==> src/rtl/pipe_ctrl_pkg.sv <==
// Shared types for the MINAv2 pipeline sequencing controller: forwarding
// selects, the tracker entry layout and the forwarding priority helper.
package pipe_ctrl_pkg;

  typedef enum logic [1:0] {
    FWD_NONE = 2'd0,
    FWD_MEM  = 2'd1,
    FWD_WB   = 2'd2
  } fwd_sel_e;

  typedef struct packed {
    logic       valid;
    logic [4:0] rd_addr;
    logic       is_load;
  } pipe_entry_t;

  localparam pipe_entry_t ENTRY_NONE = '{valid: 1'b0, rd_addr: 5'd0, is_load: 1'b0};

  function automatic logic entry_live(input pipe_entry_t e);
    return e.valid && (e.rd_addr != 5'd0);
  endfunction

  // match[0] is the EX producer (in MEM when the consumer reaches EX), match[1] the MEM producer.
  function automatic fwd_sel_e fwd_pick(input logic [1:0] match, input logic ex_is_load);
    fwd_sel_e sel;
    if (match[0]) begin
      sel = ex_is_load ? FWD_NONE : FWD_MEM;
    end else if (match[1]) begin
      sel = FWD_WB;
    end else begin
      sel = FWD_NONE;
    end
    return sel;
  endfunction

endpackage

==> src/rtl/pipe_ctrl_hazard_match.sv <==
// Compares one ID source operand against the EX, MEM and WB tracker entries
// and reports a per-stage match vector (bit 0 = EX, 1 = MEM, 2 = WB).
module hazard_match
  import pipe_ctrl_pkg::*;
(
  input  logic [4:0]  src_addr,
  input  logic        src_used,
  input  pipe_entry_t ex_entry,
  input  pipe_entry_t mem_entry,
  input  pipe_entry_t wb_entry,
  output logic [2:0]  match
);

  logic src_ok_s;
  logic unused_s;

  assign src_ok_s = src_used && (src_addr != 5'd0);

  assign match[0] = src_ok_s && entry_live(ex_entry)  && (ex_entry.rd_addr  == src_addr);
  assign match[1] = src_ok_s && entry_live(mem_entry) && (mem_entry.rd_addr == src_addr);
  assign match[2] = src_ok_s && entry_live(wb_entry)  && (wb_entry.rd_addr  == src_addr);

  // Load flags matter to the caller, not to the address compare.
  assign unused_s = ex_entry.is_load ^ mem_entry.is_load ^ wb_entry.is_load;

endmodule

==> src/rtl/pipe_ctrl.sv <==
// MINAv2 pipeline sequencing controller: RAW hazard stall/bubble, branch flush,
// memory freeze and EX forwarding selects. Define PIPE_CTRL_FORWARDING_EN to enable forwarding.
module pipe_ctrl
  import pipe_ctrl_pkg::*;
(
  input  logic       clk,
  input  logic       rst_n,
  input  logic       id_valid,
  input  logic [4:0] id_ra_addr,
  input  logic [4:0] id_rb_addr,
  input  logic       id_ra_used,
  input  logic       id_rb_used,
  input  logic [4:0] id_rd_addr,
  input  logic       id_rd_we,
  input  logic       id_is_load,
  input  logic       branch_req,
  input  logic       mem_busy,
  output logic       if_stall,
  output logic       id_stall,
  output logic       ex_bubble,
  output logic       if_id_flush,
  output logic       freeze,
  output fwd_sel_e   fwd_a_sel,
  output fwd_sel_e   fwd_b_sel
);

  pipe_entry_t ex_r;
  pipe_entry_t mem_r;
  pipe_entry_t wb_r;
  pipe_entry_t id_entry_s;
  logic [2:0]  a_match_s;
  logic [2:0]  b_match_s;
  logic        hazard_s;
  logic        stall_s;
  fwd_sel_e    fwd_a_s;
  fwd_sel_e    fwd_b_s;

  assign id_entry_s = '{valid: id_valid & id_rd_we, rd_addr: id_rd_addr, is_load: id_is_load};

  hazard_match u_match_a (
    .src_addr  (id_ra_addr),
    .src_used  (id_ra_used),
    .ex_entry  (ex_r),
    .mem_entry (mem_r),
    .wb_entry  (wb_r),
    .match     (a_match_s)
  );

  hazard_match u_match_b (
    .src_addr  (id_rb_addr),
    .src_used  (id_rb_used),
    .ex_entry  (ex_r),
    .mem_entry (mem_r),
    .wb_entry  (wb_r),
    .match     (b_match_s)
  );

`ifdef PIPE_CTRL_FORWARDING_EN
  logic unused_s;
  // The WB producer has already left the bypass network.
  assign unused_s = a_match_s[2] ^ b_match_s[2];
`endif

  // Hazard detection and forwarding selection for the ID operands
  always_comb begin
`ifdef PIPE_CTRL_FORWARDING_EN
    hazard_s = id_valid && ex_r.is_load && (a_match_s[0] || b_match_s[0]);
    fwd_a_s  = id_valid ? fwd_pick(a_match_s[1:0], ex_r.is_load) : FWD_NONE;
    fwd_b_s  = id_valid ? fwd_pick(b_match_s[1:0], ex_r.is_load) : FWD_NONE;
`else
    hazard_s = id_valid && ((|a_match_s) || (|b_match_s));
    fwd_a_s  = FWD_NONE;
    fwd_b_s  = FWD_NONE;
`endif
    stall_s = mem_busy || hazard_s;
  end

  // Control outputs, held quiet while reset is asserted
  always_comb begin
    if (!rst_n) begin
      if_stall    = 1'b0;
      id_stall    = 1'b0;
      ex_bubble   = 1'b0;
      if_id_flush = 1'b0;
      freeze      = 1'b0;
      fwd_a_sel   = FWD_NONE;
      fwd_b_sel   = FWD_NONE;
    end else begin
      if_stall    = stall_s;
      id_stall    = stall_s;
      ex_bubble   = hazard_s && !mem_busy;
      if_id_flush = branch_req && id_valid && !stall_s;
      freeze      = mem_busy;
      fwd_a_sel   = fwd_a_s;
      fwd_b_sel   = fwd_b_s;
    end
  end

  // Tracker advance: hold on freeze, bubble into EX on stall
  always_ff @(posedge clk) begin
    if (!rst_n) begin
      ex_r  <= ENTRY_NONE;
      mem_r <= ENTRY_NONE;
      wb_r  <= ENTRY_NONE;
    end else if (!mem_busy) begin
      wb_r  <= mem_r;
      mem_r <= ex_r;
      ex_r  <= (id_valid && !stall_s) ? id_entry_s : ENTRY_NONE;
    end
  end

endmodule

==> config.mk <==
export PLATFORM = sky130hd
export DESIGN_NAME = pipe_ctrl
export DESIGN_NICKNAME = d
export VERILOG_FILES = /design/src/rtl/pipe_ctrl_pkg.sv /design/src/rtl/pipe_ctrl_hazard_match.sv /design/src/rtl/pipe_ctrl.sv
export SDC_FILE = /design/constraint.sdc
export NUM_CORES = 1
export LEC_CHECK = 0
export CAP_MARGIN = 10
export CORE_ASPECT_RATIO = 0.6
export CORE_UTILIZATION = 39
export DETAILED_ROUTE_END_ITERATION = 7
export GPL_ROUTABILITY_DRIVEN = 0
export PLACE_DENSITY = 0.75
export SLEW_MARGIN = 10
export SYNTH_ARGS = -nofsm -noshare
export SYNTH_HDL_FRONTEND = slang
export SYNTH_SLANG_ARGS = --single-unit
==> constraint.sdc <==
create_clock -name clk -period 3.1 [get_ports clk]
set_clock_uncertainty 0.15 [all_clocks]
set_input_delay 0.465 -clock clk [delete_from_list [all_inputs] [get_ports clk]]
set_output_delay 0.465 -clock clk [all_outputs]
set_load 0.01 [all_outputs]
Word level (Yosys, flattened, before mapping)
Cells that the tools add are included.
{"block": "op_classes", "n_reduce_logical": 33, "bitwise": 1, "n_eq_ne": 6, "muxes": 5}
{"cell": "equality test 5 bit", "n": 6}
{"cell": "nonzero test 5 bit", "n": 5}
{"cell": "logical AND 1 bit", "n": 22}
{"cell": "2-to-1 mux 7 bit", "n": 1}
{"cell": "OR reduction 3 bit", "n": 2}
{"cell": "2-to-1 mux 1 bit", "n": 4}
{"cell": "logical NOT 1 bit", "n": 2}
{"cell": "logical OR 1 bit", "n": 2}
{"cell": "AND 1 bit", "n": 1}
{"block": "word_totals", "elab_cells": 51, "input_bits": 24, "output_inout_bits": 9, "regBits": 18}

Depth between registers and ports, before layout
{"block": "depth", "ltp_word": 11, "ltp_mapped": 6, "mapped_depth_nobuf": 5}

Cells and area by module
From an unflattened synthesis, not the netlist that was laid out.
{"block": "unflattened", "cells_unflattened": 156, "area_unflattened_um2": 1397.6}
{"module": "pipe_ctrl", "n_inst": 1, "cells_per_inst": 94, "area_each_um2": 947.2, "seq_area_each_um2": 420.4}
{"module": "hazard_match", "n_inst": 2, "cells_per_inst": 31, "area_each_um2": 225.2, "seq_area_each_um2": 0.0}

Worst setup path before layout
Ideal clock, no wire load.
{"block": "synth_path", "path_kind": "input -> output", "start": "input port id_ra_addr[0]", "end": "output port if_id_flush", "setup_slack_ns": 0.244, "required_ns": 2.485, "arrival_time_ns": 2.241, "cell_stages": 6, "path_buffers": 1, "path_cell_list": "or4_1 -> o21ai_2 -> nor4_1 -> or4_4 -> buf_6 -> nor4_2"}
{"block": "synth_between", "elab_chain_cells": 11, "elab_cells_between_ends": 18, "classes_between": "eq/ne: 3; mux: 1; reduce/logical: 14"}
{"element": "start: declaration", "line_no": "pipe_ctrl.sv:9", "rtl": "input logic [4:0] id_ra_addr,"}
{"element": "nonzero test 5 bit", "line_no": "pipe_ctrl_hazard_match.sv:17", "rtl": "assign src_ok_s = src_used && (src_addr != 5'd0);"}
{"element": "logical AND 1 bit", "line_no": "pipe_ctrl_hazard_match.sv:17"}
{"element": "logical AND 1 bit, on equally long branches (2 in a row)", "line_no": "pipe_ctrl_hazard_match.sv:19, pipe_ctrl_hazard_match.sv:20, pipe_ctrl_hazard_match.sv:21"}
{"element": "OR reduction 3 bit *", "line_no": "pipe_ctrl.sv:71", "rtl": "hazard_s = id_valid && ((|a_match_s) || (|b_match_s));"}
{"element": "logical OR 1 bit *", "line_no": "pipe_ctrl.sv:71"}
{"element": "logical AND 1 bit *", "line_no": "pipe_ctrl.sv:71"}
{"element": "logical OR 1 bit *", "line_no": "pipe_ctrl.sv:75", "rtl": "stall_s = mem_busy || hazard_s;"}
{"element": "logical NOT 1 bit *", "line_no": "pipe_ctrl.sv:92", "rtl": "if_id_flush = branch_req && id_valid && !stall_s;"}
{"element": "logical AND 1 bit *", "line_no": "pipe_ctrl.sv:92"}
{"element": "2-to-1 mux 1 bit *", "line_no": "pipe_ctrl.sv:80", "rtl": "if (!rst_n) begin"}
{"element": "end: declaration", "line_no": "pipe_ctrl.sv:21", "rtl": "output logic if_id_flush,"}
Mark *: on every way between the ends. The rest lies on a longest branch, timed or not.

Worst setup path in the final report
{"block": "layout_path", "start": "input port id_ra_addr[0]", "end": "output port ex_bubble"}
{"block": "layout_between", "elab_chain_cells": 9, "elab_cells_between_ends": 16, "classes_between": "eq/ne: 3; mux: 1; reduce/logical: 12"}
{"element": "nonzero test 5 bit", "line_no": "pipe_ctrl_hazard_match.sv:17"}
{"element": "logical AND 1 bit", "line_no": "pipe_ctrl_hazard_match.sv:17"}
{"element": "logical AND 1 bit, on equally long branches (2 in a row)", "line_no": "pipe_ctrl_hazard_match.sv:19, pipe_ctrl_hazard_match.sv:20, pipe_ctrl_hazard_match.sv:21"}
{"element": "OR reduction 3 bit *", "line_no": "pipe_ctrl.sv:71"}
{"element": "logical OR 1 bit *", "line_no": "pipe_ctrl.sv:71"}
{"element": "logical AND 1 bit *", "line_no": "pipe_ctrl.sv:71"}
{"element": "logical AND 1 bit *", "line_no": "pipe_ctrl.sv:91", "rtl": "ex_bubble = hazard_s && !mem_busy;"}
{"element": "2-to-1 mux 1 bit *", "line_no": "pipe_ctrl.sv:80"}
{"element": "end: declaration", "line_no": "pipe_ctrl.sv:20", "rtl": "output logic ex_bubble,"}
Marked as above.

==> results.py <==
metrics = {
    "sta": {
        "hold_violations": 0,
        "post-route-period-util_pct": 99.0,
        "setup_viol": 0,
        "final.min_clock_period_ns": 3.07,
        "whs_ns": 0.392,
        "report.final.slew_viol_count": 0,
        "setup_tns_ns": 0,
        "setup_ws_ns": 0.0306,
        "max_freq_ghz": 0.326,
        "rsz0062_at_grt": "false",
    },
    "die": {
        "core_mm2": 0.00298,
        "num_rows": 15,
        "die_w_um": 75.6,
        "die-area_mm2": 0.00349,
        "io_pins": 33,
        "initial_core_util_pct": 42.5,
        "die_h_um": 46.2,
    },
    "logic_synthesis": {
        "yosys_warnings": 0,
        "avgSynthCellArea_um2": 8.74,
        "synth_cells": 145,
        "syn_area_mm2": 0.00127,
        "yosysUniqueCellTypes": 25,
        "synth_top_area_cell": "dfxtp_1",
        "synth_area_leaders": "dfxtp_1 (28%), xnor2_1 (21%), mux2i_1 (9.5%), o41ai_2 (7.7%), nand3_1 (4.7%)",
        "synth_seq_area_share_pct": 28.4,
        "synth_top_area_share_pct": 28.4,
        "ys_ff_latch": 18,
    },
    "final_layout": {
        "layout_commonest_cell": "xnor2_1",
        "final_util_pct": 61.6,
        "final_cells": 236,
        "final_cell_mix": "xnor2_1 (30), buf_4 (28), dfxtp_1 (18)",
        "diodes": 0,
        "area_delta_synth_final_pct": 45.1,
        "drive_gt1_share_pct": 27.8,
        "fin_nets": 219,
        "final.fill_count": 250,
    },
    "drt": {
        "met1_length_mm": 1.70,
        "wl_per_cell_um": 14.7,
        "detail_route.iter0.violations": 46,
        "wl_met3_um": 183,
        "via_per_inst": 5.17,
        "first_pass_iters": 4,
        "wl_met2_mm": 1.54,
        "vias": 1219,
        "remaining_drc_errors": 0,
        "ant_nets": 0,
        "top_layer_used": "met4",
        "totalWireLength_mm": 3.46,
    },
    "clock_network": {
        "cts-root-buf": "clkbuf_8",
        "cts_buffers": 3,
        "insertion_delay_ns": 0.25,
        "cts_tree": "done",
        "clock_path_buffers": 2,
        "cts.sinks": 18,
        "cts-htree-levels": 1,
        "clkTransAtPathRegs_ns": 0.06,
    },
    "setup_path": {
        "cp.required_ns": 2.48,
        "cp_max_fo": 3,
        "critical-path-top-cell-by-count": "or4_4",
        "reg2reg_depth": 7,
        "crit_path_top_delay_cell": "or4_4",
        "end_kind": "output pin",
        "worstPathArrival_ns": 2.45,
        "crit_path_max_incr_delay_ns": 0.57,
        "worstReg2RegStart": "mem_r[2]",
        "crit_path_start": "id_ra_addr[0]",
        "path_cells": "dlygate4sd2_1, or4_4, o21ai_4, nor4_2, or4_4, o21a_1, buf_2",
        "rrSetupSlack_ns": 0.58,
        "reg2reg_to": "ex_r[3]",
        "crit_end": "ex_bubble",
        "start_kind": "input pin",
        "criticalPathCategory": "in2out",
    },
    "global_route": {
        "grt_first_pass_wirelength_mm": 5.62,
        "globalRouteOverflowTotal": 0,
        "grt_pass1_vias": 1179,
        "antenna_found_initial": 0,
        "grt_usage_pct": 22.7,
        "grt_max_degree": 20,
    },
    "power_and_ir_drop": {
        "ir_worst_vdd_v": 0.000297,
        "power_density_mw_per_mm2": 308,
        "p_leak_nw": 0.769,
    },
    "job": {
        "maxCapViolCount": 0,
    },
    "placed_design": {
        "placed_cells": 232,
        "pre_cts_ws_ns": -0.635,
        "dpl.hpwl_mm": 2.78,
        "port_buffers": 27,
    },
    "outcome": {
        "status": "complete, no violations",
    },
    "worst_hold_path": {
        "hold_class": "reg2reg",
    },
}
synth_stat cells:
master / instances
nand2b_1: 1
nor4_1: 7
xnor2_1: 30
nand3_1: 12
nand2_1: 13
or4_4: 1
inv_1: 1
or2_2: 1
nor2_1: 13
buf_4: 6
o21a_1: 1
buf_6: 1
o41ai_2: 6
a21oi_1: 1
clkbuf_1: 3
o21ai_2: 3
nor3_1: 1
buf_1: 3
dfxtp_1: 18
nor4_2: 1
and2_1: 1
o21ai_0: 3
mux2i_1: 12
or4_1: 5
conb_1: 1
power breakdown:
part           internal [mW]  total (mW)  switching (mW)
Combinational         0.0725       0.137          0.0641
Sequential             0.237       0.242         0.00486
Clock                  0.113       0.188          0.0755
stage by stage:
step                power (mW)  instance area, µm²
finish                   0.567                1840
global route             0.592                1840
CTS                      0.570                1810
detailed placement       0.381                1730
global placement         0.378                1730
floorplan                0.316                1280
worst max-delay path, delay by kind of cell:
| kind | cells | cell delay [ns] |
|---|---|---|
| buf+inv | 2 | 0.39 |
| simple gates | 3 | 1.20 |
| compound gates | 2 | 0.40 |
metal layers:
metal,global-route usage (%),vias to the layer above
met5,0,-
met3,2.19,4
met4,10.0,0
met2,35.5,38
li1,-,599
met1,31.9,578
cells by family after synthesis:
group	count (synthesis)	synth area share, %
AOI/OAI and AO/OA	14	11.9
xor gates and xnor gates	30	20.7
buffers and inverters	14	6.51
DFF	18	28.4
muxes	12	9.48
other	1	0.296
and+or+nand+nor	56	22.6
final cells by class:
cell class                      count  area (µm²)  share of cell area, %
Multi-Input combinational cell    116         905                   49.2
Timing Repair Buffer               55         463                   25.2
Sequential cell                    18         360                   19.6
Clock buffer                        4        55.1                   2.99
Tap cell                           42        52.6                   2.86
Inverter                            1        3.75                  0.204
sequential cells by signal, summed over array words and instances, names as in the netlist:
register,count
ex_r,6
mem_r,6
wb_r,6
what timing repair did:
item | in CTS | in global routing
hold buffers | 0 | 0
setup buffers | 1 | 0
resized for setup | 26 | 5
pin swaps | 7 | 1
setup endpoints to repair | 4 | 4
worst min-delay path by stage:
stage	start	end	cells after the start
after floorplan	wb_r[6]	wb_r[6]	2
after global placement	mem_r[6]	wb_r[6]	2
after detailed placement	mem_r[6]	wb_r[6]	2
after CTS	mem_r[6]	wb_r[6]	2
after global routing	wb_r[6]	wb_r[6]	2
final	mem_r[6]	mem_r[6]	2
(Power assumes the default switching activity.)
